[src/rtl/bw_mac8_pkg.sv]
// Shared types and constants for the bw_mac8_stream multiply-accumulate block.
package bw_mac8_pkg;

    typedef enum logic [1:0] {ACCUM, DRAIN, OUTPUT} state_e;

    localparam int OPND_W    = 8;
    localparam int PROD_W    = 16;
    localparam int COUNT_W   = 16;
    localparam int ACC_W_DEF = 24;

    function automatic logic signed [31:0] sat_max(input int w);
        return (32'sd1 <<< (w - 1)) - 32'sd1;
    endfunction

    function automatic logic signed [31:0] sat_min(input int w);
        return -(32'sd1 <<< (w - 1));
    endfunction

endpackage

[src/rtl/bw_mac8_stream_mul.sv]
// Combinational signed 8x8 Baugh-Wooley multiplier producing a 16-bit product.
module baugh_wooley_mul8
    import bw_mac8_pkg::*;
(
    input  logic signed [OPND_W-1:0] a_i,
    input  logic signed [OPND_W-1:0] b_i,
    output logic signed [PROD_W-1:0] p_o
);

    logic [PROD_W-1:0] sum;
    logic              pp;

    // Sign-row partial products are inverted; the 2^8 and 2^15 correction
    // constants fold the resulting negative offsets back in modulo 2^16.
    always_comb begin
        sum = 16'h8100;
        pp  = 1'b0;
        for (int i = 0; i < OPND_W; i++) begin
            for (int j = 0; j < OPND_W; j++) begin
                pp = a_i[i] & b_i[j];
                if ((i == OPND_W - 1) != (j == OPND_W - 1)) begin
                    pp = ~pp;
                end
                sum = sum + (16'(pp) << (i + j));
            end
        end
    end

    assign p_o = sum;

endmodule

[src/rtl/bw_mac8_stream.sv]
// Streaming signed 8x8 MAC: operand register, multiplier, product register,
// then a wide saturating/wrapping accumulator emitting one total per sequence.
module bw_mac8_stream
    import bw_mac8_pkg::*;
#(
    parameter int ACC_W    = ACC_W_DEF,
    parameter bit SATURATE = 1'b1
) (
    input  logic                     clk,
    input  logic                     rst,
    input  logic                     in_valid,
    output logic                     in_ready,
    input  logic signed [OPND_W-1:0] operand_a,
    input  logic signed [OPND_W-1:0] operand_b,
    input  logic                     in_last,
    output logic                     out_valid,
    input  logic                     out_ready,
    output logic signed [ACC_W-1:0]  result_acc,
    output logic [COUNT_W-1:0]       result_count,
    output logic                     overflow_flag
);

    localparam logic signed [31:0]      MAX32   = sat_max(ACC_W);
    localparam logic signed [31:0]      MIN32   = sat_min(ACC_W);
    localparam logic signed [ACC_W-1:0] ACC_MAX = MAX32[ACC_W-1:0];
    localparam logic signed [ACC_W-1:0] ACC_MIN = MIN32[ACC_W-1:0];

    state_e                    state_q, state_d;
    logic                      accept;

    logic                      vld_p1_q, last_p1_q;
    logic signed [OPND_W-1:0]  a_p1_q, b_p1_q;
    logic signed [PROD_W-1:0]  prod_p1;

    logic                      vld_p2_q, last_p2_q;
    logic signed [PROD_W-1:0]  prod_p2_q;

    logic signed [ACC_W-1:0]   acc_q, acc_d;
    logic [COUNT_W-1:0]        cnt_q, cnt_d;
    logic                      ovf_q, ovf_d;
    logic signed [ACC_W:0]     sum_ext;

    assign in_ready = (state_q == ACCUM) && !rst;
    assign accept   = in_valid && in_ready;

    // P1 -> P2: combinational product of the registered operands
    baugh_wooley_mul8 u_mul (
        .a_i (a_p1_q),
        .b_i (b_p1_q),
        .p_o (prod_p1)
    );

    always_comb begin
        state_d = state_q;
        acc_d   = acc_q;
        cnt_d   = cnt_q;
        ovf_d   = ovf_q;
        sum_ext = {acc_q[ACC_W-1], acc_q}
                + {{(ACC_W + 1 - PROD_W){prod_p2_q[PROD_W-1]}}, prod_p2_q};

        // P2 -> accumulator: the extra top bit exposes overflow
        if (vld_p2_q) begin
            if (cnt_q != {COUNT_W{1'b1}}) begin
                cnt_d = cnt_q + 1'b1;
            end
            if (sum_ext[ACC_W] != sum_ext[ACC_W-1]) begin
                ovf_d = 1'b1;
                acc_d = SATURATE ? (sum_ext[ACC_W] ? ACC_MIN : ACC_MAX)
                                 : sum_ext[ACC_W-1:0];
            end else begin
                acc_d = sum_ext[ACC_W-1:0];
            end
        end

        case (state_q)
            ACCUM: begin
                if (accept && in_last) state_d = DRAIN;
            end
            DRAIN: begin
                if (vld_p2_q && last_p2_q) state_d = OUTPUT;
            end
            OUTPUT: begin
                if (out_ready) begin
                    state_d = ACCUM;
                    acc_d   = '0;
                    cnt_d   = '0;
                    ovf_d   = 1'b0;
                end
            end
            default: state_d = ACCUM;
        endcase
    end

    always_ff @(posedge clk) begin
        if (rst) begin
            state_q  <= ACCUM;
            vld_p1_q <= 1'b0;
            vld_p2_q <= 1'b0;
            acc_q    <= '0;
            cnt_q    <= '0;
            ovf_q    <= 1'b0;
        end else begin
            state_q  <= state_d;
            vld_p1_q <= accept;
            vld_p2_q <= vld_p1_q;
            acc_q    <= acc_d;
            cnt_q    <= cnt_d;
            ovf_q    <= ovf_d;
        end
    end

    // Datapath registers carry no reset; the valids gate their use
    always_ff @(posedge clk) begin
        if (accept) begin
            a_p1_q    <= operand_a;
            b_p1_q    <= operand_b;
            last_p1_q <= in_last;
        end
        prod_p2_q <= prod_p1;
        last_p2_q <= last_p1_q;
    end

    assign out_valid     = (state_q == OUTPUT);
    assign result_acc    = acc_q;
    assign result_count  = cnt_q;
    assign overflow_flag = ovf_q;

endmodule

[config.mk]
export PLATFORM = sky130hd
export DESIGN_NAME = bw_mac8_stream
export DESIGN_NICKNAME = d
export VERILOG_FILES = /design/src/rtl/bw_mac8_pkg.sv /design/src/rtl/bw_mac8_stream_mul.sv /design/src/rtl/bw_mac8_stream.sv
export SDC_FILE = /design/constraint.sdc
export NUM_CORES = 1
export LEC_CHECK = 0
export CORE_MARGIN = 2
export CORE_UTILIZATION = 45
export CTS_CLUSTER_DIAMETER = 200
export DETAILED_ROUTE_END_ITERATION = 16
export GPL_TIMING_DRIVEN = 0
export PLACE_DENSITY = 0.62
export SKIP_CTS_REPAIR_TIMING = 1
export SLEW_MARGIN = 20
export SYNTH_ARGS = -nofsm -noshare
export SYNTH_HDL_FRONTEND = slang
export SYNTH_HIERARCHICAL = 1
export SYNTH_SLANG_ARGS = --single-unit
[constraint.sdc]
create_clock -name clk -period 4.31 [get_ports clk]
set_input_delay 1.0775 -clock clk [delete_from_list [all_inputs] [get_ports clk]]
set_output_delay 1.0775 -clock clk [all_outputs]
set_load 0.02 [all_outputs]
==> run summary, run 1 <==
pre-CTS worst setup slack: 0.0860 ns
PortBufs: 63
ratio of cells with drive above 1 in the final layout: 8.33%
count of state elements after synthesis: 79
EDFF count, synth: 17
CTS buffer count: 9
register area share after synthesis: 29.9%
critical path capture point type: register
largest family of logic cells by synthesized area: adder cells
initial core utilization: 46.3%
Arr. time, crit path: 4.34 ns
filler instances: 1189
DIE HEIGHT: 118 um
hpwl dp: 9840 um
CTS tree: built
# DRC: 0
Lkg Pwr: 2.95 nW
H-tree Lvls: 3
Peak Freq: 0.243 GHz
synthesized-area fraction occupied by adder cells: 25.3%
final hold slack: 0.352 ns
root buf cell: clkbuf_16
Skew-Pair Late Insertion Delay: 0.34 ns
pin count of the biggest net entering global routing: 18
Yosys warning count: 6
RSZ-0062 raised after global routing: no
Top Ports: 64
vias per cell: 5.27
cells after synthesis: 611
Worst-Margin Slew: 0.787 ns
post-synthesis compound-gate area fraction: 17.9%
most used flip-flop cell after synthesis: dfxtp_1
core area: 12700 um2
placed inst area: 6710 um2
Die Area: 14000 um2
Worst EP required: 4.54 ns
Final Skew: 0.0112 ns
global route overflow: 0
CTS sink count: 79
outcome: finished, final reports clean
CTS clk-pin slew, worst paths: 0.06 ns
maximum VDD drop: 0.207 mV
Max-slew headroom: 47.5%
most frequent cells in the layout: clkdlybuf4s50_1 (63), dfxtp_1 (62), ha_1 (55)
CTS Buffer Depth: 2
Slew Limit Fails: 0
worst-path fanout max: 8
share of the clock period used by the worst path: 95.5%
Synth Area in XOR/XNOR: 6.74%
Final Net Count: 807
Synth cell types: 61
area growth from synthesis to layout: 20.9%
Antenna diodes: 0
final wirelength: 12300 um
row count: 41
vias in the first global route: 4733
final instance area: 7090 um2
Placer Congestion: 0.832
Fin. Hold Viols: 0
min Tclk post-route: 4.11 ns
Vias: 4571
simple-gate portion of the synthesized area: 16.1%
Final WS setup: 0.196 ns
total track usage: 18.7%
synthesized net count: 727
Pwr Density: 490 nW/um2
commonest non-fill, non-tap cell in the layout: clkdlybuf4s50_1
FFs w/ async S/R, synth: 0%
CP Launch Type: register
DIE WIDTH: 118 um
global-route wire length before repair: 21500 um
antenna violation net count after detailed routing: 0
setup TNS: 0 ns
synthesized cell area: 5860 um2
Power Total: 0.00347 W
post-synthesis mux area share: 0.171%
max-capacitance violation count: 0
worst hold path class: register to register
Mapped Avg Cell Area: 9.59 um2
# setup viols final: 0
crit path kind: register to register
initial antenna violation count: 0
1st-iter DRT viols: 163
number of detailed-route iterations in the first pass: 6
Avg WL per Cell: 14.2 um
==> worst max-delay path: stages, from the launching register on <==
cell and delay [ns]:
edfxtp_1 0.52, and2_1 0.24, fa_1 0.54, inv_1 0.05, fa_1 0.46, fa_1 0.54, inv_1 0.05, fa_1 0.53
inv_1 0.04, ha_1 0.36, nand3_1 0.12, o211ai_2 0.27, o221ai_2 0.14, xnor2_1 0.13
==> synthesized netlist by cell type (2+ instances only) <==
| master | n | share of area [%] |
|---|---|---|
| a211oi_1 | 4 | 0.51 |
| clkbuf_1 | 6 | 0.38 |
| nand4_1 | 7 | 0.75 |
| xor2_1 | 19 | 2.8 |
| a31oi_1 | 9 | 0.96 |
| a211o_1 | 2 | 0.30 |
| a22o_1 | 2 | 0.30 |
| buf_2 | 2 | 0.17 |
| and3_1 | 3 | 0.32 |
| a21oi_2 | 6 | 0.90 |
| dfxtp_1 | 62 | 21 |
| nor2b_1 | 4 | 0.43 |
| ha_1 | 56 | 12 |
| o211ai_1 | 7 | 0.90 |
| a21oi_1 | 39 | 3.3 |
| nand2b_1 | 2 | 0.21 |
| xnor2_1 | 23 | 3.4 |
| o21ai_1 | 3 | 0.26 |
| nor2_1 | 47 | 3.0 |
| o21ai_0 | 33 | 2.8 |
| nand2_1 | 54 | 3.5 |
| o21bai_1 | 2 | 0.26 |
| edfxtp_1 | 17 | 8.7 |
| buf_6 | 2 | 0.38 |
| nand3_1 | 14 | 1.2 |
| inv_1 | 44 | 2.8 |
| fa_1 | 39 | 13 |
| or3_1 | 6 | 0.64 |
| nor3_1 | 10 | 0.85 |
| a21o_1 | 7 | 0.90 |
| o211a_1 | 2 | 0.34 |
| o21a_1 | 2 | 0.26 |
| and2_1 | 38 | 4.1 |
| a211oi_2 | 11 | 2.3 |
==> sequential cells by signal, summed over array words and instances, names as in the netlist <==
register / flops
a_p1_q: 8
overflow_flag: 1
vld_p1_q: 1
last_p1_q: 1
state_q: 2
last_p2_q: 1
prod_p2_q: 16
vld_p2_q: 1
result_count: 16
b_p1_q: 8
result_acc: 24
==> kinds of logic (layout without fill, tap and decap cells) <==
group | after synthesis | after routing
and+or+nand+nor | 193 | 193
adders and majority gates | 95 | 95
muxes | 1 | 1
DFF | 79 | 79
AOI/OAI and AO/OA | 144 | 144
buffers and inverters | 56 | 141
xor gates and xnor gates | 43 | 43
==> metrics by stage <==
stage | util, % | cells
floorplan | - | 611
global route | 55.9 | 868
detailed placement | 52.9 | 846
global placement | 52.9 | 846
finish | 55.9 | 868
CTS | 55.4 | 862
==> where the power goes <==
group	total [W]	switching (W)	internal, W
logic	0.00173	0.000975	0.000751
clock network	0.000816	0.000292	0.000524
registers	0.000927	0.0000680	0.000859
==> final cells by class <==
type,instances,area [um2],area share (%)
multi-input combinational,476,3890,55.0
sequential,79,1750,24.7
timing repair buffer,69,676,9.54
clock buffer,13,250,3.53
tap,172,215,3.04
inverter,45,169,2.38
clock inverter,3,67.6,0.954
buffer,11,62.6,0.883
==> per-layer routing <==
layer / global-route usage [%] / vias up / part of all wire, %
met3: 2.51 / 12 / 2.4
met4: 7.76 / 0 / 1.6
li1: - / 2299 / -
met1: 21.9 / 2197 / 45
met5: 0 / - / 0
met2: 34.2 / 63 / 51
==> final timing paths <==
| kind | start | end | slack (ns) | cells after the start |
|---|---|---|---|---|
| max | b_p1_q[7] | prod_p2_q[15] | 0.20 | 13 |
| min | last_p1_q | last_p2_q | 0.35 | 0 |
| max reg2reg | b_p1_q[7] | prod_p2_q[15] | 0.20 | 13 |
| min reg2reg | last_p1_q | last_p2_q | 0.35 | 0 |
Power figures use the tool's default switching activity.
==> run 2, diff against run 1 <==
--- a/config.mk
+++ b/config.mk
@@ -9,11 +9,11 @@
 export CORE_UTILIZATION = 45
 export CTS_CLUSTER_DIAMETER = 200
 export DETAILED_ROUTE_END_ITERATION = 16
+export GPL_ROUTABILITY_DRIVEN = 0
 export GPL_TIMING_DRIVEN = 0
 export PLACE_DENSITY = 0.62
 export SKIP_CTS_REPAIR_TIMING = 1
 export SLEW_MARGIN = 20
 export SYNTH_ARGS = -nofsm -noshare
 export SYNTH_HDL_FRONTEND = slang
-export SYNTH_HIERARCHICAL = 1
 export SYNTH_SLANG_ARGS = --single-unit
==> run summary, run 2 <==
Antenna diodes: 0
max reg flops: 24
Pwr Density: 480 nW/um2
PortBufs: 63
Power Total: 0.00361 W
CP peak stage delay: 0.59 ns
ratio of cells with drive above 1 in the final layout: 16.5%
RSZ-0062 raised after global routing: yes
worst hold path class: register to register
Slew Limit Fails: 0
end-of-flow core utilization: 57.0%
critical-path cell list: and2_4, fa_1, fa_1, fa_1, fa_1, ha_4, a21o_1, a21oi_4, o21bai_4, a21oi_2, o21bai_2, a21o_1, a211oi_2
final wirelength: 13100 um
final instance area: 7520 um2
Synth area leader: dfxtp_1
hpwl dp: 9920 um
Synth top area share: 20.5%
Skew-Pair Late Insertion Delay: 0.35 ns
Die Area: 14400 um2
# DRC: 0
row count: 42
count of state elements after synthesis: 79
core area: 13200 um2
1st-iter DRT viols: 254
placed inst area: 6910 um2
Worst-Margin Slew: 0.775 ns
register area share after synthesis: 28.9%
# setup viols final: 0
synthesized net count: 744
cells after synthesis: 628
DIE WIDTH: 120 um
CTS tree: built
Final Skew: 0.00886 ns
Fin. Hold Viols: 0
most frequent cells in the layout: clkdlybuf4s50_1 (63), dfxtp_1 (62), nor2_1 (58)
Lkg Pwr: 3.03 nW
DIE HEIGHT: 120 um
final hold slack: 0.347 ns
Max-slew headroom: 48.3%
filler instances: 1159
global-route wire length before repair: 21500 um
H-tree Lvls: 3
CP Buf/Inv Count: 0
CTS buffer count: 9
Vias: 4759
Critical-path top delay cell: fa_1
CTS sink count: 79
synthesized cell area: 6060 um2
number of detailed-route iterations in the first pass: 4
fin cells: 898
commonest cells in the netlist: dfxtp_1 (62), nor2_1 (58), ha_1 (56)
total track usage: 18.7%
outcome: finished, final reports clean
maximum VDD drop: 0.228 mV
EDFF count, synth: 17
CP Launch Type: register
CP delay by family, top: adder cells
Final Net Count: 833
top post-synthesis cells by area: dfxtp_1 (20%), fa_1 (13%), ha_1 (12%), edfxtp_1 (8.4%), and2_1 (4.4%)
most used flip-flop cell after synthesis: dfxtp_1
worst-path fanout max: 8
CTS Buffer Depth: 2
Top Ports: 64
min Tclk post-route: 4.25 ns
FFs w/ async S/R, synth: 0%
Mapped Avg Cell Area: 9.65 um2
max-capacitance violation count: 0
antenna violation net count after detailed routing: 0
Peak Freq: 0.235 GHz
CTS clk-pin slew, worst paths: 0.06 ns
vias in the first global route: 4652
Synth cell types: 68
critical path capture point type: register
vias per cell: 5.30
Worst EP required: 4.57 ns
initial antenna violation count: 0
Arr. time, crit path: 4.52 ns
Most Frequent Cell on Critical Path: fa_1
most common cell in the netlist: dfxtp_1
commonest non-fill, non-tap cell in the layout: clkdlybuf4s50_1
global route overflow: 0
area growth from synthesis to layout: 24.1%
dpl cells: 867
initial core utilization: 45.9%
share of the clock period used by the worst path: 98.7%
pin count of the biggest net entering global routing: 18
Yosys warning count: 0
Avg WL per Cell: 14.6 um
root buf cell: clkbuf_16
crit path kind: register to register
[run 2: changes by cell type in the layout (fill, tap and decap cells not counted), sizes merged, moves of 4 or more]
cell    before  now
a211oi      15   27
a31oi       10    2
inv         44   53
o21ai       37   13
nor2        48   58
buf         11   23
a21oi       46   39
xnor2       24   18
nor3        11    6
nor4         1    5
and2        38   43
a311oi       0    5
[run 2: layer usage]
layer	track usage, %	part of all wire (%)	up-vias
met5	0	0	-
met4	6.84	1.9	0
met3	4.52	3.8	15
met2	30.0	48	81
met1	24.6	46	2289
li1	-	-	2374
[run 2: cells by family (layout without fill, tap and decap cells)]
kind of cell	count (synthesis)	after routing	share of synthesized area [%]
buffers and inverters	70	164	4.83
XOR/XNOR	39	39	5.64
AND/OR/NAND/NOR	205	205	16.8
adder cells (fa/ha/maj)	96	96	24.6
multiplexers	1	1	0.165
AO/OA/AOI/OAI	138	138	19.0
flip-flops	79	79	28.9
[run 2: through the flow]
step / TNS [ns] / setup WS [ns]
2_1_floorplan: 0 / 0.0970
3_3_place_gp: -0.573 / -0.309
3_5_place_dp: -0.656 / -0.360
4_1_cts: -0.721 / -0.380
5_1_grt: -0.114 / -0.0984
6_report: 0 / 0.0576
[run 2: cell type report]
cell class              instances  area (um2)  share of cell area, %
clock inverters                 6        86.3                   1.15
inverters                      53         199                   2.65
plain buffers                  17        93.8                   1.25
multi-input cells             479        4190                   55.8
flip-flops and latches         79        1750                   23.3
repair buffers                 78         747                   9.93
clock buffers                  10         229                   3.04
well taps                     176         220                   2.93
[run 2: worst register-to-register path, stage by stage (launching register included)]
cell and delay (ns):
edfxtp_1 0.52, and2_4 0.20, fa_1 0.48, fa_1 0.59, fa_1 0.43, fa_1 0.54, ha_4 0.22, a21o_1 0.20
a21oi_4 0.16, o21bai_4 0.08, a21oi_2 0.17, o21bai_2 0.11, a21o_1 0.20, a211oi_2 0.25
[run 2: worst paths after layout]
check | start | end | slack (ns) | cells past startpoint
setup reg to reg | b_p1_q[4] | prod_p2_q[15] | 0.06 | 13
hold / removal | last_p1_q | last_p2_q | 0.35 | 0
setup / recovery | b_p1_q[4] | prod_p2_q[15] | 0.06 | 13
hold reg to reg | last_p1_q | last_p2_q | 0.35 | 0
[run 2: where the power goes]
part / leakage (nW) / switching [W] / internal [W]
registers: 0.668 / 0.0000658 / 0.000859
logic: 2.21 / 0.00105 / 0.000808
clock network: 0.152 / 0.000321 / 0.000506
total: 3.03 / 0.00143 / 0.00217
